## src/rtl/packet_mem_to_gmii_tx_pkg.sv

```systemverilog
// Shared constants for the packet-buffer to GMII transmit egress stage.
// Holds the TX FSM state encoding and the fixed framing bytes.
package packet_mem_to_gmii_tx_pkg;

    typedef logic [2:0] tx_state_t;

    localparam tx_state_t lpTX_IDLE     = 3'd0;
    localparam tx_state_t lpTX_LEN      = 3'd1;
    localparam tx_state_t lpTX_PREAMBLE = 3'd2;
    localparam tx_state_t lpTX_SFD      = 3'd3;
    localparam tx_state_t lpTX_DATA     = 3'd4;
    localparam tx_state_t lpTX_DRAIN    = 3'd5;
    localparam tx_state_t lpTX_DROP     = 3'd6;
    localparam tx_state_t lpTX_IFG      = 3'd7;

    localparam logic [7:0] lpPREAMBLE_BYTE = 8'h55;
    localparam logic [7:0] lpSFD_BYTE      = 8'hD5;

endpackage

```

## src/rtl/packet_mem_to_gmii_tx_if.sv

```systemverilog
// Read handshake between the packet buffer and its egress consumer.
// master = consumer issuing reads/pops, slave = buffer.
interface packet_mem_to_gmii_tx_if #(
    parameter int pDATA_WIDTH = 8,
    parameter int pLEN_WIDTH  = 11
);
    logic                   iempty;
    logic [pLEN_WIDTH-1:0]  ilen_pac;
    logic [pDATA_WIDTH-1:0] ird_data;
    logic                   ord_en;
    logic                   olen_pop;

    modport master (
        input  iempty,
        input  ilen_pac,
        input  ird_data,
        output ord_en,
        output olen_pop
    );

    modport slave (
        output iempty,
        output ilen_pac,
        output ird_data,
        input  ord_en,
        input  olen_pop
    );
endinterface

```

## src/rtl/packet_mem_to_gmii_tx_tx_byte_counter.sv

```systemverilog
// Loadable down-counter; zero_o flags that the value after this
// cycle is zero, so callers can act on the final count in time.
module tx_byte_counter #(
    parameter int pWIDTH = 12
) (
    input  logic              clk_i,
    input  logic              rst_i,
    input  logic              load_i,
    input  logic [pWIDTH-1:0] load_val_i,
    input  logic              dec_i,
    output logic              zero_o
);
    logic [pWIDTH-1:0] cnt_q;
    logic [pWIDTH-1:0] cnt_d;

    always_comb begin
        cnt_d = cnt_q;
        if (load_i) begin
            cnt_d = load_val_i;
        end else if (dec_i && (cnt_q != '0)) begin
            cnt_d = cnt_q - pWIDTH'(1);
        end
    end

    always_ff @(posedge clk_i or posedge rst_i) begin
        if (rst_i) begin
            cnt_q <= '0;
        end else begin
            cnt_q <= cnt_d;
        end
    end

    assign zero_o = (cnt_d == '0);

endmodule

```

## src/rtl/packet_mem_to_gmii_tx.sv

```systemverilog
// Egress stage: pops a stored packet from the buffer and sends it as
// preamble, SFD, payload and inter-frame gap on an 8-bit GMII TX port.
module packet_mem_to_gmii_tx
    import packet_mem_to_gmii_tx_pkg::*;
#(
    parameter int pDATA_WIDTH        = 8,
    parameter int pMAX_PACKET_LENGHT = 1536,
    parameter int pLEN_WIDTH         = $clog2(pMAX_PACKET_LENGHT),
    parameter int pPREAMBLE_LEN      = 7,
    parameter int pIFG_LEN           = 12
) (
    input  logic                   iclk,
    input  logic                   i_rst,
    input  logic                   ien,
    packet_mem_to_gmii_tx_if.master rd_if,
    output logic                   otx_en,
    output logic [pDATA_WIDTH-1:0] otx_d,
    output logic                   otx_er,
    output logic                   obusy,
    output logic                   olen_err,
    output logic [15:0]            oframe_cnt
);
    localparam int CW = pLEN_WIDTH + 1;
    localparam logic [CW-1:0] MAXL = CW'(pMAX_PACKET_LENGHT);
    localparam logic [CW-1:0] PRE_LOAD = CW'(pPREAMBLE_LEN - 1);
    // IDLE and LEN add two more idle cycles, completing the gap on the wire
    localparam logic [CW-1:0] IFG_LOAD = CW'(pIFG_LEN - 3);

    tx_state_t state_q, state_d;
    logic [pLEN_WIDTH-1:0] rlen_q, rlen_d;
    logic [CW-1:0] cnt_q, cnt_d;
    logic [CW-1:0] rlen_ext, req_val;
    logic len_bad, cnt_load, req_zero, tx_zero;

    logic ord_en_q, ord_en_d;
    logic pop_q, pop_d;
    logic txen_q, txen_d;
    logic [pDATA_WIDTH-1:0] txd_q, txd_d;
    logic sel_q, sel_d;
    logic busy_q, busy_d;
    logic err_q, err_d;
    logic [15:0] frame_q, frame_d;

    assign rlen_ext = CW'(rlen_q);
    assign len_bad  = (rlen_ext == '0) || (rlen_ext > MAXL);
    assign req_val  = (rlen_ext > MAXL) ? MAXL : rlen_ext;
    assign cnt_load = (state_q == lpTX_LEN);

    tx_byte_counter #(.pWIDTH(CW)) u_req_cnt (
        .clk_i      (iclk),
        .rst_i      (i_rst),
        .load_i     (cnt_load),
        .load_val_i (req_val),
        .dec_i      (ord_en_q),
        .zero_o     (req_zero)
    );

    tx_byte_counter #(.pWIDTH(CW)) u_tx_cnt (
        .clk_i      (iclk),
        .rst_i      (i_rst),
        .load_i     (cnt_load),
        .load_val_i (rlen_ext),
        .dec_i      (state_q == lpTX_DATA),
        .zero_o     (tx_zero)
    );

    always_ff @(posedge iclk or posedge i_rst) begin
        if (i_rst) begin
            state_q <= lpTX_IDLE;
            rlen_q  <= '0;
            cnt_q   <= '0;
        end else begin
            state_q <= state_d;
            rlen_q  <= rlen_d;
            cnt_q   <= cnt_d;
        end
    end

    always_comb begin
        state_d = state_q;
        rlen_d  = rlen_q;
        cnt_d   = cnt_q;
        case (state_q)
            lpTX_IDLE: begin
                if (ien && !rd_if.iempty) begin
                    rlen_d  = rd_if.ilen_pac;
                    state_d = lpTX_LEN;
                end
            end
            lpTX_LEN: begin
                if (len_bad) begin
                    state_d = lpTX_DROP;
                end else begin
                    cnt_d   = PRE_LOAD;
                    state_d = lpTX_PREAMBLE;
                end
            end
            lpTX_PREAMBLE: begin
                if (cnt_q == '0) state_d = lpTX_SFD;
                else cnt_d = cnt_q - CW'(1);
            end
            lpTX_SFD: state_d = lpTX_DATA;
            lpTX_DATA: begin
                if (tx_zero) begin
                    cnt_d   = IFG_LOAD;
                    state_d = lpTX_IFG;
                end
            end
            lpTX_DROP: begin
                if (req_zero) begin
                    cnt_d   = IFG_LOAD;
                    state_d = lpTX_IFG;
                end
            end
            lpTX_IFG: begin
                if (cnt_q == '0) state_d = lpTX_IDLE;
                else cnt_d = cnt_q - CW'(1);
            end
            lpTX_DRAIN: state_d = lpTX_IDLE;
            default:    state_d = lpTX_IDLE;
        endcase
    end

    always_comb begin
        ord_en_d = 1'b0;
        txen_d   = 1'b0;
        txd_d    = '0;
        sel_d    = 1'b0;
        busy_d   = (state_d != lpTX_IDLE);
        pop_d    = (state_q == lpTX_IDLE) && (state_d == lpTX_LEN);
        err_d    = (state_q == lpTX_LEN) && (state_d == lpTX_DROP);
        frame_d  = frame_q;
        case (state_d)
            lpTX_PREAMBLE: begin
                txen_d = 1'b1;
                txd_d  = pDATA_WIDTH'(lpPREAMBLE_BYTE);
            end
            lpTX_SFD: begin
                txen_d   = 1'b1;
                txd_d    = pDATA_WIDTH'(lpSFD_BYTE);
                ord_en_d = !req_zero;
            end
            lpTX_DATA: begin
                txen_d   = 1'b1;
                sel_d    = 1'b1;
                ord_en_d = !req_zero;
            end
            lpTX_DROP: ord_en_d = !req_zero;
            default: ;
        endcase
        if ((state_q == lpTX_DATA) && (state_d == lpTX_IFG)) begin
            frame_d = frame_q + 16'd1;
        end
    end

    always_ff @(posedge iclk or posedge i_rst) begin
        if (i_rst) begin
            ord_en_q <= 1'b0;
            pop_q    <= 1'b0;
            txen_q   <= 1'b0;
            txd_q    <= '0;
            sel_q    <= 1'b0;
            busy_q   <= 1'b0;
            err_q    <= 1'b0;
            frame_q  <= '0;
        end else begin
            ord_en_q <= ord_en_d;
            pop_q    <= pop_d;
            txen_q   <= txen_d;
            txd_q    <= txd_d;
            sel_q    <= sel_d;
            busy_q   <= busy_d;
            err_q    <= err_d;
            frame_q  <= frame_d;
        end
    end

    // payload bytes come straight from the buffer's registered read port
    assign otx_d          = sel_q ? rd_if.ird_data : txd_q;
    assign otx_en         = txen_q;
    assign otx_er         = 1'b0;
    assign obusy          = busy_q;
    assign olen_err       = err_q;
    assign oframe_cnt     = frame_q;
    assign rd_if.ord_en   = ord_en_q;
    assign rd_if.olen_pop = pop_q;

endmodule
```

## src/flat_wrapper.sv

```systemverilog
// flat-port wrapper written by rule: the top's interface ports become plain ports
module packet_mem_to_gmii_tx_flat import packet_mem_to_gmii_tx_pkg::*;
#(
    parameter int pDATA_WIDTH        = 8,
    parameter int pMAX_PACKET_LENGHT = 1536,
    parameter int pLEN_WIDTH         = $clog2(pMAX_PACKET_LENGHT),
    parameter int pPREAMBLE_LEN      = 7,
    parameter int pIFG_LEN           = 12
)
  (iclk, i_rst, ien, otx_en, otx_d, otx_er, obusy, olen_err, oframe_cnt, rd_if_iempty, rd_if_ilen_pac, rd_if_ird_data, rd_if_ord_en, rd_if_olen_pop);
  packet_mem_to_gmii_tx_if #(.pDATA_WIDTH(pDATA_WIDTH), .pLEN_WIDTH(pLEN_WIDTH)) rd_if_i ();
  input  logic iclk;
  input  logic i_rst;
  input  logic ien;
  output logic otx_en;
  output logic [pDATA_WIDTH-1:0] otx_d;
  output logic otx_er;
  output logic obusy;
  output logic olen_err;
  output logic [15:0] oframe_cnt;
  input wire logic [$bits(rd_if_i.iempty)-1:0] rd_if_iempty;
  input wire logic [$bits(rd_if_i.ilen_pac)-1:0] rd_if_ilen_pac;
  input wire logic [$bits(rd_if_i.ird_data)-1:0] rd_if_ird_data;
  output wire logic [$bits(rd_if_i.ord_en)-1:0] rd_if_ord_en;
  output wire logic [$bits(rd_if_i.olen_pop)-1:0] rd_if_olen_pop;
  assign rd_if_i.iempty = rd_if_iempty;
  assign rd_if_i.ilen_pac = rd_if_ilen_pac;
  assign rd_if_i.ird_data = rd_if_ird_data;
  assign rd_if_ord_en = rd_if_i.ord_en;
  assign rd_if_olen_pop = rd_if_i.olen_pop;
  packet_mem_to_gmii_tx #(.pDATA_WIDTH(pDATA_WIDTH), .pMAX_PACKET_LENGHT(pMAX_PACKET_LENGHT), .pLEN_WIDTH(pLEN_WIDTH), .pPREAMBLE_LEN(pPREAMBLE_LEN), .pIFG_LEN(pIFG_LEN)) u_core (.iclk(iclk), .i_rst(i_rst), .ien(ien), .rd_if(rd_if_i), .otx_en(otx_en), .otx_d(otx_d), .otx_er(otx_er), .obusy(obusy), .olen_err(olen_err), .oframe_cnt(oframe_cnt));
endmodule
```

## config.mk

```make
export PLATFORM = sky130hd
export DESIGN_NAME = packet_mem_to_gmii_tx_flat
export DESIGN_NICKNAME = d
export VERILOG_FILES = /design/src/rtl/packet_mem_to_gmii_tx_pkg.sv /design/src/rtl/packet_mem_to_gmii_tx_if.sv /design/src/rtl/packet_mem_to_gmii_tx_tx_byte_counter.sv /design/src/rtl/packet_mem_to_gmii_tx.sv /design/src/flat_wrapper.sv
export SDC_FILE = /design/constraint.sdc
export NUM_CORES = 1
export LEC_CHECK = 0
export BUFFER_PORTS_ARGS = -buffer_cell sky130_fd_sc_hd__clkbuf_2
export CORE_MARGIN = 5
export CORE_UTILIZATION = 45
export DETAILED_ROUTE_END_ITERATION = 16
export GPL_TIMING_DRIVEN = 0
export PLACE_DENSITY_LB_ADDON = 0.1
export REMOVE_ABC_BUFFERS = 1
export SLEW_MARGIN = 10
export SYNTH_ARGS = -nofsm -noshare
export SYNTH_HDL_FRONTEND = slang
export SYNTH_SLANG_ARGS = --single-unit
```

## constraint.sdc

```tcl
create_clock -name iclk -period 8.1 [get_ports iclk]
set_input_delay 1.215 -clock iclk [delete_from_list [all_inputs] [get_ports iclk]]
set_output_delay 1.215 -clock iclk [all_outputs]
set_load 0.005 [all_outputs]
```

Word-level counts from Yosys, hierarchy flattened
Index checks and enable logic that the tools add are counted.

storage, ports and cells
  input bits = 23
  output and inout bits = 30
  logic and storage cells = 80
  flip-flop bits (word level) = 80

operators by class
  magnitude comparators = 1
  reductions and logical operators = 23
  eq/ne operators = 17
  $add $sub $neg = 4
  mux-type cells = 22

operators with widths
  kind                     number
  $mux W12                 8
  $logic_not A12 Y1        4
  $pmux W12 S4             1
  $sub A12 B1 Y12 const B  3
  $pmux W3 S8              1
  $reduce_bool A12 Y1      2
  $eq A3 B3 Y1 const B     7
  $mux W3                  6
  $add A16 B1 Y16 const B  1
  $pmux W8 S2              1
  $eq A3 B2 Y1 const B     4
  $gt A11 B11 Y1 const B   1
  $mux W11                 1
  $mux W8                  1
  $eq A3 B1 Y1 const B     2
  $logic_and A1 B1 Y1      6
  $reduce_or A3 Y1         2
  $reduce_and A5 Y1        1
  $ne A2 B1 Y1 const B     2
  $ne A2 B2 Y1 const B     2
  $reduce_bool A4 Y1       1
  $logic_not A3 Y1         1
  $mux W1                  3
  $reduce_bool A3 Y1       1
  4 further kinds          5

Depth between registers and ports, before layout
Gate-level depths: netlist of run 1.

  word-level depth = 10
  mapped depth = 11
  mapped depth without buffers = 10

Hierarchy
From an unflattened synthesis of run 1, not the netlist that was laid out.

second synthesis, totals
  cells, all modules = 438
  area, all modules = 4425.5 µm²

modules (own cells, without submodules)
  module                              area an instance (µm²)  seq. area each (µm²)  times used  cells an instance
  packet_mem_to_gmii_tx               2641.3                  1251.2                1           248
  tx_byte_counter (u_core.u_tx_cnt)   914.6                   300.3                 1           95
  tx_byte_counter (u_core.u_req_cnt)  869.6                   300.3                 1           95

Worst setup path before layout of run 1
No wires, ideal clock.

  path type = reg2reg
  start = register u_core.u_tx_cnt.cnt_q[0]
  end = register u_core.cnt_q[0]
  clock period less this slack = 3.093 ns
  path slack = 5.007 ns
  required time = 7.975 ns
  stages on the path, launching flop included = 11
  arrival = 2.968 ns
  buffers on the path = 1
  setup time = 0.125 ns
  cells stage by stage = dfrtp_1 > inv_1 > ha_1 > or3b_2 > clkbuf_1 > nor4_1 > o31ai_1 > a2111oi_4 > nand3_1 > nand3_4 > mux2_4

on the way
  cells in the longest elaborated chain, start to end = 7
  elaborated cells between the ends (all ways) = 8
  classes of those cells = add/sub (1); eq/ne (1); mux (2); reduce/logical (4)

RTL lines
  what                                                     line                                         text
  start, declared                                          packet_mem_to_gmii_tx_tx_byte_counter.sv:13  logic [pWIDTH-1:0] cnt_q;
  start signal, assigned                                   packet_mem_to_gmii_tx_tx_byte_counter.sv:29  cnt_q <= cnt_d;
  branches (longest 2 deep; another with $sub A12 B1 Y12)  n/a
  $mux W12 (*)                                             packet_mem_to_gmii_tx_tx_byte_counter.sv:20  end else if (dec_i && (cnt_q != '0)) begin
  $mux W12 (*)                                             packet_mem_to_gmii_tx_tx_byte_counter.sv:18  if (load_i) begin
  $logic_not A12 Y1 (*)                                    packet_mem_to_gmii_tx_tx_byte_counter.sv:33  assign zero_o = (cnt_d == '0);
  $ne A2 B1 Y1 (no line) (*)                               n/a
  $reduce_and A5 Y1 (no line) (*)                          n/a
  end signal, assigned                                     packet_mem_to_gmii_tx.sv:75                  cnt_q <= cnt_d;
  end, declared                                            packet_mem_to_gmii_tx.sv:31                  logic [CW-1:0] cnt_q, cnt_d;

Every way passes the cells marked *.
A chain may end at the register's enable or synchronous reset.

Final worst setup path of run 1
Same ends and word-level chain as after synthesis.

==> results.sh, run 1 <==
export IMPL_critPathArrivalTime_ps=4010
export IMPL_fin_tns_setup_ps=0
export IMPL_synthMuxAreaShare=0.0183
export IMPL_core_area_sq_um=9200
export IMPL_synth_edf_count=0
export IMPL_cts_setup_buffers=0
export IMPL_syn_avg_cell_area_sq_um=8.92
export IMPL_ir_worst_vdd_uv=122
export IMPL_min_from="u_core.oframe_cnt[15]"
export IMPL_syn_area_sq_um=4240
export IMPL_rsz0062_at_grt="no"
export IMPL_p_leak_nw=2.22
export IMPL_syn2layout_area_growth_pct=14.1
export IMPL_diodes=0
export IMPL_wl_mm=10.1
export IMPL_synth_ff_type="dfrtp_1"
export IMPL_skew_ps=9.40
export IMPL_die_area_sq_um=11500
export IMPL_io_buffer_count=51
export IMPL_slew_viol_final=0
export IMPL_hold_viol=0
export IMPL_synth_xor_area_share=0.0372
export IMPL_yosysUniqueCellTypes=62
export IMPL_grt_pass1_wl_mm=17.4
export IMPL_period_minus_slack_ps=3770
export IMPL_ys_top_cells_by_count="dfrtp_1, nand2_1, nor2_1"
export IMPL_via_per_inst=5.78
export IMPL_drt_iter0_drc=229
export IMPL_criticalPathCategory="register to register"
export IMPL_grt_overflow_total=0
export IMPL_synthCells=475
export IMPL_fmax_ghz=0.265
export IMPL_nets=547
export IMPL_synth_area_leaders="dfrtp_1, nand2_1, nor2_1"
export IMPL_clockBufferDepth=2
export IMPL_setup_violations=0
export IMPL_setup_worst_path_start="u_core.u_tx_cnt.cnt_q[0]"
export IMPL_pwr_density_cell_nw_per_um2=368
export IMPL_grt_max_degree=52
export IMPL_outcome="finished clean"
export IMPL_die_width_um=107
export IMPL_synthAdderAreaFrac=0.0118
export IMPL_insertion_delay_ps=350
export IMPL_drive_gt1_frac=0.200
export IMPL_cts_sinks=74
export IMPL_reg2reg_slack_ps=4330
export IMPL_grt_total_usage=0.188
export IMPL_ant_nets=0
export IMPL_utilization=0.525
export IMPL_hold_class="register to register"
export IMPL_period_share=0.466
export IMPL_die_h_um=107
export IMPL_yosysSeqAreaShare=0.437
export IMPL_htree_levels=3
export IMPL_yosysTopAreaCell="dfrtp_1"
export IMPL_worstReg2RegStart="u_core.u_tx_cnt.cnt_q[0]"
export IMPL_holdWs_ps=480
export IMPL_start_kind="register"
export IMPL_antenna_found_initial=0
export IMPL_wl_per_cell_um=15.9
export IMPL_globalplace_congestion=0.833
export IMPL_worstSetupEndpointType="register"
export IMPL_cts_clk_slew_worst_paths_ps=80
export IMPL_timing_max_cap_violations=0
export IMPL_floorplan_initialDensity=0.461
export IMPL_io_pins=53
export IMPL_yosysMostFrequentCell="dfrtp_1"
export IMPL_critPathMaxFanout=9
export IMPL_synth_top_family_by_area="simple AND/OR/NAND/NOR gates"
export IMPL_cts_hold_buf=0
export IMPL_async_flop_share=1.00
export IMPL_numCtsBuffers=9
export IMPL_synth_compound_area_frac=0.162
export IMPL_grt_pass1_vias=3473
export IMPL_rows=35
export IMPL_drc=0
export IMPL_root_buffer="clkbuf_8"
export IMPL_vias=3676
export IMPL_synth_simple_area_share=0.294
export IMPL_cts_tree="built"
export IMPL_dp_final_hpwl_mm=7.30
export IMPL_synth_top_area_frac=0.437
export IMPL_ctsResizeCount=0
export IMPL_ys_ff_latch=74
export IMPL_p_total_mw=1.78
export IMPL_tightestPinTransition_ps=915
export IMPL_maxSlewHeadroom=0.381
export IMPL_crit_required_ps=8340
export IMPL_synth_warnings=0
export IMPL_dr_pass1_iters=7
-- final cells by class --
| cell class | instances | area (sq um) |
|---|---|---|
| clock buffers | 9 | 124 |
| fillers | 860 | 4360 |
| repair buffers | 54 | 305 |
| multi-input cells | 359 | 2230 |
| inverters | 22 | 85.1 |
| flip-flops and latches | 74 | 1850 |
| well taps | 111 | 139 |
| clock inverters | 7 | 101 |
-- metrics by stage --
stage | instance area, sq um | worst slack (ps) | cells
after floorplan | 4160 | 4380 | 455
after global placement | 4550 | 2680 | 617
after detailed placement | 4610 | 4370 | 620
after CTS | 4830 | 4330 | 636
after global routing | 4830 | 3980 | 636
final | 4830 | 4330 | 636
-- power by group --
part           leakage (nW)  total (mW)  internal [mW]  switching, mW
registers             0.955       0.676          0.500          0.176
logic                  1.16       0.781          0.323          0.458
clock network         0.106       0.323          0.175          0.148
-- routing by layer --
metal	track usage	wire [um]	vias to the layer above
met1	0.277	4950	1762
li1	-	-	1803
met4	0.0457	87	0
met5	0	0	-
met2	0.278	4570	102
met3	0.0427	514	9
-- final timing paths --
| check | endpoint | cells past startpoint |
|---|---|---|
| min in group asynchronous | u_core.cnt_q[7] | 2 |
| max in group asynchronous | u_core.rlen_q[0] | 3 |
| worst max-delay path | u_core.cnt_q[0] | 9 |
| worst min-delay path | u_core.oframe_cnt[15] | 1 |
| worst min register to register | u_core.oframe_cnt[15] | 1 |
| worst max register to register | u_core.cnt_q[0] | 9 |
-- cells in the final DEF (no fill, tap or decap), types with 6 or more instances in the layout --
| cell | synthesis | final |
|---|---|---|
| a31oi_1 | 10 | 10 |
| and2_1 | 6 | 6 |
| xnor2_1 | 8 | 8 |
| nor3_1 | 25 | 25 |
| a21oi_1 | 20 | 20 |
| o21ai_0 | 22 | 22 |
| or2_2 | 6 | 6 |
| clkbuf_8 | 0 | 9 |
| dfrtp_1 | 74 | 74 |
| inv_1 | 22 | 21 |
| nand2b_1 | 6 | 6 |
| nor2_1 | 39 | 39 |
| or3_1 | 6 | 6 |
| nor4_1 | 11 | 11 |
| nand4_1 | 6 | 6 |
| or3b_2 | 6 | 6 |
| clkbuf_2 | 0 | 51 |
| nand3_1 | 21 | 21 |
| nand2_1 | 67 | 67 |
| xor2_1 | 10 | 10 |
-- logic make-up after synthesis --
logic type,Yosys count
mux,7
other cells,1
xor+xnor,18
buf+inv,42
simple gates,233
flops,74
fa+ha+maj,4
compound gates,96
-- state kept, by name (all words and copies together) (netlist names) --
name,flops
u_core.txd_q,2
u_core.rd_if.olen_pop,1
u_core.otx_en,1
u_core.oframe_cnt,16
u_core.olen_err,1
u_core.u_req_cnt.cnt_q,12
u_core.obusy,1
u_core.cnt_q,12
u_core.rlen_q,11
u_core.sel_q,1
u_core.u_tx_cnt.cnt_q,12
u_core.rd_if.ord_en,1
u_core.state_q,3
-- critical path, stage by stage, from the launching register on --
cell       delay (ps)
dfrtp_1           410
inv_1             100
ha_1              240
or3b_2            550
nor4_1            670
o31ai_1           270
a2111oi_4         500
nand3_1           360
nand3_4           230
mux2_4            320
No activity file was read; power rests on OpenSTA's default activity.
==> inputs of run 2 (changes only) <==
--- a/config.mk
+++ b/config.mk
@@ -5,6 +5,7 @@
 export SDC_FILE = /design/constraint.sdc
 export NUM_CORES = 1
 export LEC_CHECK = 0
+export ABC_AREA = 1
 export BUFFER_PORTS_ARGS = -buffer_cell sky130_fd_sc_hd__clkbuf_2
 export CORE_MARGIN = 5
 export CORE_UTILIZATION = 45
==> constraint.sdc (replaced) <==
create_clock -name iclk -period 3.8 [get_ports iclk]
set_input_delay 0.57 -clock iclk [delete_from_list [all_inputs] [get_ports iclk]]
set_output_delay 0.57 -clock iclk [all_outputs]
set_load 0.005 [all_outputs]
==> results.sh, run 2 <==
export IMPL_fin_tns_setup_ps=0
export IMPL_pwr_density_cell_nw_per_um2=301
export IMPL_grt_pass1_wl_mm=17.6
export IMPL_start_kind="register"
export IMPL_period_share=0.851
export IMPL_io_buffer_count=51
export IMPL_synth_area_leaders="dfrtp_1, nand2_1, inv_1"
export IMPL_worstReg2RegStart="u_core.state_q[0]"
export IMPL_cts_setup_buffers=0
export IMPL_cts_tree="built"
export IMPL_synth_top_area_frac=0.418
export IMPL_ir_worst_vdd_uv=162
export IMPL_die_h_um=109
export IMPL_tightestPinTransition_ps=699
export IMPL_timing_max_cap_violations=0
export IMPL_numCtsBuffers=9
export IMPL_ys_ff_latch=74
export IMPL_setup_violations=0
export IMPL_largest_reg_flops=16
export IMPL_ant_nets=0
export IMPL_die_area_sq_um=11900
export IMPL_grt_max_degree=65
export IMPL_die_width_um=109
export IMPL_cts_sinks=74
export IMPL_synth_ff_type="dfrtp_1"
export IMPL_dp_final_hpwl_mm=7.46
export IMPL_endpoint="u_core.oframe_cnt[8]"
export IMPL_skew_ps=10.9
export IMPL_grt_total_usage=0.188
export IMPL_syn_avg_cell_area_sq_um=7.35
export IMPL_rows=36
export IMPL_drive_gt1_frac=0.154
export IMPL_critPathMaxFanout=33
export IMPL_p_leak_nw=2.70
export IMPL_wl_mm=10.0
export IMPL_nets=679
export IMPL_crit_required_ps=4070
export IMPL_fin_area_sq_um=5020
export IMPL_ys_top_cells_by_count="nand2_1, dfrtp_1, inv_1"
export IMPL_criticalPathCategory="register to register"
export IMPL_synthCells=603
export IMPL_slew_viol_final=0
export IMPL_yosysMostFrequentCell="nand2_1"
export IMPL_drc=0
export IMPL_final_common_cell="nand2_1"
export IMPL_antenna_found_initial=0
export IMPL_cts_clk_slew_worst_paths_ps=80
export IMPL_outcome="finished clean"
export IMPL_io_pins=53
export IMPL_synth_warnings=0
export IMPL_via_per_inst=4.94
export IMPL_syn2layout_area_growth_pct=13.2
export IMPL_diodes=0
export IMPL_fmax_ghz=0.309
export IMPL_timing_rr_end="u_core.oframe_cnt[8]"
export IMPL_floorplan_initialDensity=0.457
export IMPL_maxSlewHeadroom=0.534
export IMPL_yosysSeqAreaShare=0.418
export IMPL_syn_area_sq_um=4430
export IMPL_rsz0062_at_grt="no"
export IMPL_period_minus_slack_ps=3230
export IMPL_drt_iter0_drc=163
export IMPL_dr_pass1_iters=4
export IMPL_wl_per_cell_um=12.7
export IMPL_setup_worst_path_start="u_core.state_q[0]"
export IMPL_root_buffer="clkbuf_8"
export IMPL_critPathArrivalTime_ps=3500
export IMPL_synth_edf_count=0
export IMPL_layout_common_cells="nand2_1, dfrtp_1, inv_1"
export IMPL_clockBufferDepth=2
export IMPL_vias=3894
export IMPL_yosysTopAreaCell="dfrtp_1"
export IMPL_grt_overflow_total=0
export IMPL_yosysUniqueCellTypes=42
export IMPL_reg2reg_slack_ps=570
export IMPL_async_flop_share=1.00
export IMPL_worstSetupEndpointType="register"
export IMPL_globalplace_congestion=0.835
export IMPL_core_area_sq_um=9680
export IMPL_post_dp_cell_area_sq_um=4790
export IMPL_grt_pass1_vias=3798
export IMPL_hold_viol=0
export IMPL_worstRegToRegCells=11
export IMPL_n_fill_cell=975
export IMPL_insertion_delay_ps=350
export IMPL_htree_levels=3
export IMPL_hold_class="input pin to async pin"
run 2: layer usage:
metal / vias to the layer above / wire length, um / GRT usage
met5: - / 0 / 0
met4: 0 / 114 / 0.0606
met3: 9 / 552 / 0.0456
met2: 91 / 4790 / 0.300
met1: 1795 / 4540 / 0.254
li1: 1999 / - / -
run 2: per-stage QoR:
stage | hold WS (ps) | std cells | worst slack, ps | power (mW) | utilization
2_1_floorplan | 453 | 589 | 1210 | 0.815 | -
3_3_place_gp | 463 | 773 | 200 | 0.831 | 0.492
3_5_place_dp | 469 | 774 | 171 | 0.835 | 0.495
4_1_cts | 106 | 789 | 152 | 1.53 | 0.517
5_1_grt | 99.2 | 789 | 123 | 1.57 | 0.518
6_report | 114 | 789 | 567 | 1.51 | 0.518
run 2: layout make-up:
| cell class | instances | area [sq um] | share of cell area |
|---|---|---|---|
| Tap cell | 133 | 166 | 0.0332 |
| Multi-Input combinational cell | 439 | 2210 | 0.441 |
| Timing Repair Buffer | 52 | 283 | 0.0564 |
| Sequential cell | 74 | 1850 | 0.369 |
| Clock buffer | 11 | 141 | 0.0282 |
| Clock inverter | 4 | 76.3 | 0.0152 |
| Inverter | 76 | 288 | 0.0574 |
run 2: how the worst min path moves through the flow:
stage / endpoint
final: u_core.oframe_cnt[6]
after global routing: u_core.oframe_cnt[13]
after CTS: u_core.oframe_cnt[6]
after detailed placement: u_core.oframe_cnt[15]
after global placement: u_core.oframe_cnt[15]
after floorplan: u_core.cnt_q[0]
run 2: worst max-delay path: stages (launching register included):
cell      delay [ps]
dfrtp_1          440
inv_1            120
nor3_4           440
inv_2            410
nor2_1           300
a21oi_1          100
nand2_1           90
nor2_1            70
nand3_1          440
clkinv_1         400
nand2_1          160
xor2_1           170
run 2: timing repair:
action	4_1_cts	5_1_grt
hold buffers	0	0
hold endpoints to repair	0	0
setup endpoints to repair	0	10
gates resized for setup	0	1
run 2: logic make-up after synthesis:
group,count (synthesis),synth area share
compound gates,39,0.0559
simple gates,366,0.372
fa+ha+maj,4,0.0113
flops,74,0.418
other cells,1,0.000846
xor+xnor,29,0.0573
buf+inv,90,0.0847
run 2: power by group:
part / total [mW] / leakage (nW) / switching, mW / internal, mW
combinational: 0.0307 / 1.67 / 0.0194 / 0.0113
clock: 0.691 / 0.106 / 0.305 / 0.386
sequential: 0.787 / 0.928 / 0 / 0.787
total: 1.51 / 2.70 / 0.324 / 1.18
==> inputs of run 3 (changes only) <==
--- a/config.mk
+++ b/config.mk
@@ -7,8 +7,10 @@
 export LEC_CHECK = 0
 export ABC_AREA = 1
 export BUFFER_PORTS_ARGS = -buffer_cell sky130_fd_sc_hd__clkbuf_2
+export CELL_PAD_IN_SITES_DETAIL_PLACEMENT = 0
+export CELL_PAD_IN_SITES_GLOBAL_PLACEMENT = 2
 export CORE_MARGIN = 5
-export CORE_UTILIZATION = 45
+export CORE_UTILIZATION = 34
 export DETAILED_ROUTE_END_ITERATION = 16
 export GPL_TIMING_DRIVEN = 0
 export PLACE_DENSITY_LB_ADDON = 0.1
==> results.sh, run 3 (same netlist as run 2, synthesis figures left out) <==
export IMPL_reg2reg_slack_ps=500
export IMPL_endpoint="u_core.oframe_cnt[12]"
export IMPL_critPathArrivalTime_ps=3560
export IMPL_ant_nets=0
export IMPL_worstRegToRegCells=11
export IMPL_core_area_sq_um=12700
export IMPL_clockBufferDepth=2
export IMPL_drive_gt1_frac=0.151
export IMPL_io_buffer_count=51
export IMPL_insertion_delay_ps=330
export IMPL_floorplan_initialDensity=0.348
export IMPL_htree_levels=3
export IMPL_start_kind="register"
export IMPL_fin_ws_ps=499
export IMPL_fin_area_sq_um=5120
export IMPL_vias=3875
export IMPL_fin_tns_setup_ps=0
export IMPL_cts_tree="built"
export IMPL_period_minus_slack_ps=3300
export IMPL_die_h_um=124
export IMPL_outcome="finished clean"
export IMPL_via_per_inst=4.69
export IMPL_largest_reg_flops=16
export IMPL_p_total_mw=1.64
export IMPL_syn2layout_area_growth_pct=15.6
export IMPL_maxSlewHeadroom=0.579
export IMPL_post_dp_cell_area_sq_um=4840
export IMPL_highest_layer="met5"
export IMPL_diodes=0
export IMPL_rows=41
export IMPL_n_fill_cell=1420
export IMPL_rsz0062_at_grt="no"
export IMPL_wl_met3_um=382
export IMPL_cts_clk_slew_worst_paths_ps=60
export IMPL_hold_class="input pin to async pin"
export IMPL_multi_input_area_sq_um=2210
export IMPL_crit_required_ps=4050
export IMPL_utilization=0.403
export IMPL_io_pins=53
export IMPL_critPathMaxFanout=33
export IMPL_cts_setup_buffers=0
export IMPL_tightestPinTransition_ps=630
export IMPL_criticalPathCategory="register to register"
export IMPL_holdWs_ps=221
export IMPL_ir_worst_vdd_uv=210
export IMPL_wl_mm=11.1
export IMPL_globalplace_congestion=0.816
export IMPL_dp_final_hpwl_mm=8.30
export IMPL_grt_pass1_vias=3748
export IMPL_root_buffer="clkbuf_16"
export IMPL_register_area_sq_um=1850
export IMPL_pwr_density_cell_nw_per_um2=319
export IMPL_p_leak_nw=2.73
export IMPL_pre_cts_slack_ps=53.9
export IMPL_dp_cells=813
export IMPL_final_common_cell="nand2_1"
export IMPL_grt_total_usage=0.153
export IMPL_dr_pass1_iters=5
export IMPL_antenna_found_initial=1
export IMPL_layout_common_cells="nand2_1, dfrtp_1, inv_1"
export IMPL_drc=0
export IMPL_grt_pass1_wl_mm=18.2
export IMPL_setup_violations=0
export IMPL_setup_worst_path_start="u_core.state_q[0]"
export IMPL_wl_per_cell_um=13.4
export IMPL_timing_rr_end="u_core.oframe_cnt[12]"
export IMPL_worstSetupEndpointType="register"
export IMPL_nets=679
export IMPL_numCtsBuffers=9
export IMPL_die_area_sq_um=15400
export IMPL_cts_sinks=74
export IMPL_skew_ps=6.86
export IMPL_die_width_um=124
export IMPL_grt_max_degree=47
export IMPL_slew_viol_final=0
export IMPL_timing_max_cap_violations=0
export IMPL_stdcell_count=827
export IMPL_grt_overflow_total=0
export IMPL_hold_viol=0
export IMPL_fmax_ghz=0.303
export IMPL_cts_hold_buf=0
export IMPL_period_share=0.869
export IMPL_drt_iter0_drc=199
export IMPL_met1_length_mm=5.21
export IMPL_met2_length_mm=5.35
export IMPL_worstReg2RegStart="u_core.state_q[0]"
==> run 3: cell types whose count changed in the layout (fill, tap and decap cells not counted) <==
| cell | change |
|---|---|
| bufinv_16 | -1 |
| clkbuf_8 | -10 |
| clkinv_4 | -1 |
| clkbuf_1 | +1 |
| clkbuf_16 | +9 |
| clkinv_2 | +1 |
==> run 3: metal layers <==
layer  vias up  global-route usage
met1      1818               0.202
met5         -                   0
met4         2              0.0513
met3         9              0.0336
met2        56               0.248
li1       1990                   -
==> run 3: cell type report <==
type / count / share of cell area
sequential: 74 / 0.362
timing repair buffer: 52 / 0.0552
multi-input combinational: 439 / 0.431
clock inverter: 3 / 0.00830
tap: 172 / 0.0420
inverter: 76 / 0.0562
clock buffer: 11 / 0.0454
==> run 3: repair_timing <==
item	CTS	global route
resized for setup	0	1
hold endpoints to repair	0	0
setup endpoints to repair	0	13
==> run 3: worst max-delay path: stages (launching register included) <==
cell and delay [ps]:
dfrtp_1 430, inv_1 120, nor3_4 460, inv_2 430, nor2_1 330, a21oi_1 100, nand2_1 90, nor2_1 70
nand3_1 460, clkinv_1 420, nand2_1 160, xor2_1 150
==> run 3: how the worst min path moves through the flow <==
stage,cells after the start,start,to,slack (ps)
final,2,i_rst,u_core.oframe_cnt[15],220
after detailed placement,1,u_core.oframe_cnt[15],u_core.oframe_cnt[15],470
after floorplan,2,u_core.cnt_q[0],u_core.cnt_q[0],450
after global placement,1,u_core.oframe_cnt[15],u_core.oframe_cnt[15],460
after CTS,2,i_rst,u_core.oframe_cnt[15],230
after global routing,2,i_rst,u_core.oframe_cnt[15],260
==> run 3: report_power, final <==
part	internal (mW)	total [mW]	switching, mW	leakage [nW]
clock network	0.500	0.815	0.315	0.131
logic	0.0113	0.0319	0.0206	1.67
registers	0.788	0.788	0	0.928
total	1.30	1.64	0.336	2.73
